<file path="config.mk">
export PLATFORM = sky130hd
export DESIGN_NAME = writeback_stage
export DESIGN_NICKNAME = d
export VERILOG_FILES = /design/src/rtl/writeback_stage.sv
export SDC_FILE = /design/constraint.sdc
export NUM_CORES = 1
export LEC_CHECK = 0
export BUFFER_PORTS_ARGS = -buffer_cell sky130_fd_sc_hd__buf_2
export CORE_MARGIN = 5
export CORE_UTILIZATION = 30
export DETAILED_ROUTE_END_ITERATION = 7
export GPL_ROUTABILITY_DRIVEN = 0
export GPL_TIMING_DRIVEN = 0
export PLACE_DENSITY = 0.67
export SYNTH_ARGS = -nofsm -noshare
export SYNTH_HDL_FRONTEND = slang
export SYNTH_SLANG_ARGS = --single-unit
</file>
<file path="constraint.sdc">
create_clock -name clk -period 8.65 [get_ports clk]
set_input_delay 0.4325 -clock clk [delete_from_list [all_inputs] [get_ports clk]]
set_output_delay 0.4325 -clock clk [all_outputs]
set_load 0.01 [all_outputs]
</file>
<file path="src/rtl/writeback_stage.sv">
// Writeback stage of the RV32E pipeline. It selects the destination data, aligns loads,
// waits for the data-memory response, and maintains the bypass register and instret.
//
// state     | meaning
// IDLE      | slot completes this cycle (or is a misaligned load, or a fresh load awaiting data)
// WAIT_LOAD | aligned load held in WB, upstream stalled until dmem_rvalid
module writeback_stage #(
  parameter int XLEN      = 32,
  parameter int INSTRET_W = 64
) (
  input  logic                 clk,
  input  logic                 rst,
  input  logic                 invalid_WB,
  input  logic                 stalled_WB,
  input  logic [XLEN-1:0]      pc4_WB,
  input  logic [3:0]           rd_WB,
  input  logic [XLEN-1:0]      alu_result_WB,
  input  logic                 regfile_we_WB,
  input  logic [1:0]           rd_data_sel_WB,
  input  logic                 lsu_sign_extend_WB,
  input  logic [1:0]           data_width_WB,
  input  logic [XLEN-1:0]      immediate_WB,
  input  logic [XLEN-1:0]      dmem_rdata,
  input  logic                 dmem_rvalid,
  output logic                 regfile_we,
  output logic [3:0]           regfile_waddr,
  output logic [XLEN-1:0]      regfile_wdata,
  output logic                 stall_WB,
  output logic                 load_misaligned,
  output logic                 fwd_valid,
  output logic [3:0]           fwd_rd,
  output logic [XLEN-1:0]      fwd_data,
  output logic [INSTRET_W-1:0] instret
);

  typedef enum logic {IDLE, WAIT_LOAD} state_t;

  state_t          state, state_nxt;
  logic            live, load_slot, misaligned, load_ok, complete;
  logic [1:0]      off;
  logic [7:0]      byte_sel;
  logic [15:0]     half_sel;
  logic [XLEN-1:0] load_data;

  assign live      = !invalid_WB && !stalled_WB;
  assign load_slot = live && (rd_data_sel_WB == 2'b01);
  assign off       = alu_result_WB[1:0];

  assign misaligned = load_slot &&
                      (((data_width_WB == 2'b01) && off[0]) ||
                       ((data_width_WB == 2'b10) && (off != 2'b00)) ||
                       (data_width_WB == 2'b11));

  // Aligned load whose data is on the bus this cycle; valid from either state.
  assign load_ok  = load_slot && !misaligned && dmem_rvalid;
  assign complete = ((state == IDLE) && live && !load_slot) || load_ok;

  always_comb begin
    byte_sel = dmem_rdata[7:0];
    case (off)
      2'd1:    byte_sel = dmem_rdata[15:8];
      2'd2:    byte_sel = dmem_rdata[23:16];
      2'd3:    byte_sel = dmem_rdata[31:24];
      default: byte_sel = dmem_rdata[7:0];
    endcase
  end

  assign half_sel = off[1] ? dmem_rdata[31:16] : dmem_rdata[15:0];

  always_comb begin
    load_data = dmem_rdata;
    case (data_width_WB)
      2'b00:   load_data = {{(XLEN-8){lsu_sign_extend_WB && byte_sel[7]}}, byte_sel};
      2'b01:   load_data = {{(XLEN-16){lsu_sign_extend_WB && half_sel[15]}}, half_sel};
      default: load_data = dmem_rdata;
    endcase
  end

  always_ff @(posedge clk or posedge rst) begin
    if (rst) state <= IDLE;
    else     state <= state_nxt;
  end

  always_comb begin
    state_nxt = state;
    case (state)
      IDLE:      if (load_slot && !misaligned && !dmem_rvalid) state_nxt = WAIT_LOAD;
      WAIT_LOAD: if (dmem_rvalid) state_nxt = IDLE;
      default:   state_nxt = IDLE;
    endcase
  end

  always_comb begin
    regfile_we    = !rst && complete && regfile_we_WB && (rd_WB != 4'd0);
    regfile_waddr = rd_WB;
    stall_WB      = !rst && load_slot && !misaligned && !dmem_rvalid;
    regfile_wdata = alu_result_WB;
    case (rd_data_sel_WB)
      2'b01:   regfile_wdata = load_data;
      2'b10:   regfile_wdata = pc4_WB;
      2'b11:   regfile_wdata = immediate_WB;
      default: regfile_wdata = alu_result_WB;
    endcase
  end

  always_ff @(posedge clk or posedge rst) begin
    if (rst) begin
      instret         <= '0;
      fwd_valid       <= 1'b0;
      fwd_rd          <= 4'd0;
      fwd_data        <= '0;
      load_misaligned <= 1'b0;
    end else begin
      load_misaligned <= misaligned && (state == IDLE);
      if (complete) instret <= instret + INSTRET_W'(1);
      if (regfile_we) begin
        fwd_valid <= 1'b1;
        fwd_rd    <= regfile_waddr;
        fwd_data  <= regfile_wdata;
      end
    end
  end

endmodule

</file>
==> run metrics <==
outcome finished, final reports clean; RSZ-0062 raised after global routing no; pin count of the biggest net entering global routing 63; flops & latches, synth 103; Slew HR 0.402; critical path's slowest cell or4b_1; clk root buf clkbuf_16; 1st-pass router iterations 5; Cell variety after synth 51; Slew Limit Fails 0; Tmin final 3.50 ns; Synth Flop Type dfrtp_1; total gr overflow 0; DIE AREA 0.0227 sq mm; sequential fraction of the synthesis area 0.435; area of the core 0.0195 sq mm; leakage 3.93 nW; detailed-route via count 6155; crit-path cells clkbuf_1, or3_1, a211oi_4, nor2_2, or4b_1, buf_4, clkinv_4, buf_6, buf_6, buf_2; HP Class primary input to flop; f_max 0.286 GHz; Fill cells 2000; first-pass GRT wire length 34300 um; IO Pins 283; initial core utilization 0.304; Buf/Inv on CP 6; Final Worst Setup Slack 5.15 ns; fin nets 1080; DP HPWL 18300 um; pwr/cell area 173 mW/mm^2; DRT iter0 DRCs 380; Final ANT Viol Nets 0; Internal Pwr Total 0.000909 W; area delta synth->final 34.9%; kind of critical path primary input to primary output; vias in the first global route 6009; worst skew pair latency 0.36 ns; Max-Cap Viols 0; switching power 0.000477 W; post-route cell area 0.00799 sq mm; WP data arrival 3.06 ns; CTS max path bufs 2; Power Total 0.00139 W; Vias/cell 5.09; GRT Total Usage 0.198; CTS-repair resized insts 0; Worst Setup Start Kind primary input; Cell Area, Placed 0.00767 sq mm; Clock power frac 0.310; CTS tree done; Routed WL per cell 18.9 um; Worst-path clk slew 0.07 ns; Layout Skew 0.0145 ns; Synth Instances 645; postcts setup bufs 0; initial antenna violation count 4; CP required 8.22 ns; CP dominant cell by count buf_6; Logic pwr share 0.263; final setup fails 0; Post-synth EDFFs 0; IO buf count 279; Rows 51; H-tree levels 3; ys async rst share 1.00; # DRC 0; critical path peak fanout 10; Chip Width 151 um; layout cells sized above 1 0.354; family with the most delay on the worst path simple AND/OR/NAND/NOR gates; Sum Neg Setup Slack 0 ns; Post-Syn Nets 789; Hold Vio Cnt, Final 0; Mean Syn Cell Area 9.18 sq um; CP endpoint kind primary output; synthesized cell area 0.00592 sq mm; clock sink count 103; setup slack at placement 5.11 ns; Total Routed Length 22900 um; CP peak stage delay 0.54 ns; slew of the pin with the lowest slew margin 0.890 ns; Die H 151 um; Sw Share 0.344; final period utilization 0.404; worst vdd ir 0.0874 mV; yosys warns 0; CTS Hold Bufs 0; share of power burned in registers 0.427; cts bufs inserted 9
state kept, by name, indices dropped and copies added (netlist names):
register,count
instret,64
fwd_data,32
fwd_rd,4
fwd_valid,1
load_misaligned,1
state,1
kinds of logic after synthesis:
group | after synthesis | synth area share
buffers and inverters | 53 | 0.0437
AOI/OAI and AO/OA | 112 | 0.134
DFF | 103 | 0.435
xor gates and xnor gates | 63 | 0.0932
adders and majority gates | 1 | 0.00211
muxes | 33 | 0.0678
and+or+nand+nor | 280 | 0.224
path summary, 6_finish.rpt:
check | startpoint | end | slack, ns | cells after the start
min reg2reg | state | load_misaligned | 0.47 | 1
max reg2reg | state | instret[46] | 5.88 | 6
max in group asynchronous | rst | instret[34] | 7.63 | 3
min in group asynchronous | rst | fwd_data[3] | 0.31 | 2
min | dmem_rvalid | state | 0.28 | 2
max | alu_result_WB[0] | regfile_we | 5.15 | 10
placed cells by master, fill, tap and decap left out, types with 4 or more instances in the layout:
cell,Yosys,layout
o21ai_0,20,20
nand4_1,22,22
nand3_1,35,35
a31oi_1,16,16
buf_4,8,8
mux2i_1,12,12
o22ai_1,9,9
mux4_2,4,4
mux2_1,7,7
a2111o_1,5,5
and3_1,8,8
nor2b_1,4,4
nand2_1,102,102
nor3_1,19,19
xnor2_1,54,54
mux2_2,10,10
o221ai_1,17,17
and2_1,7,7
nor2_1,59,59
clkbuf_1,19,19
a221oi_1,10,10
clkbuf_16,0,9
buf_2,2,281
nand2b_1,6,6
and4_1,6,6
buf_1,6,6
xor2_1,9,9
dfrtp_1,103,103
inv_1,13,12
a21oi_1,19,19
Yosys cell counts (12+ instances only):
library cell / number / area [sq um]
a21oi_1: 19 / 95.1
a31oi_1: 16 / 100
clkbuf_1: 19 / 71.3
dfrtp_1: 103 / 2580
inv_1: 13 / 48.8
mux2i_1: 12 / 120
nand2_1: 102 / 383
nand3_1: 35 / 175
nand4_1: 22 / 138
nor2_1: 59 / 221
nor3_1: 19 / 95.1
o21ai_0: 20 / 100
o221ai_1: 17 / 149
xnor2_1: 54 / 473
area by class of cell:
| type | instances | area (sq um) | area share |
|---|---|---|---|
| multi-input combinational | 489 | 3090 | 0.386 |
| clock inverter | 7 | 86.3 | 0.0108 |
| inverter | 15 | 63.8 | 0.00798 |
| timing repair buffer | 280 | 1420 | 0.177 |
| sequential | 103 | 2580 | 0.322 |
| buffer | 38 | 198 | 0.0247 |
| clock buffer | 9 | 225 | 0.0282 |
| tap | 265 | 332 | 0.0415 |
| antenna | 3 | 7.51 | 0.000939 |
metrics by stage:
stage               utilization  cells  hold WS [ns]
global route              0.411   1209         0.279
detailed placement        0.394   1190         0.447
global placement          0.393   1189         0.448
CTS                       0.410   1206         0.260
finish                    0.411   1209         0.285
floorplan                     -    645         0.433
power by group through the flow:
stage                     logic (W)  clock network [W]  registers [W]
after floorplan            0.000156                  0       0.000627
after global placement     0.000363                  0       0.000597
after detailed placement   0.000367                  0       0.000600
after CTS                  0.000368           0.000444       0.000592
after global routing       0.000400           0.000464       0.000602
final                      0.000365           0.000429       0.000592
metal layers:
metal	global-route usage	share of wire	vias up
met5	0	0.00035	-
met1	0.265	0.43	2959
li1	-	-	2917
met3	0.0485	0.075	38
met2	0.314	0.47	239
met4	0.0650	0.023	2
Note: power is estimated with default switching activity, not from simulation.
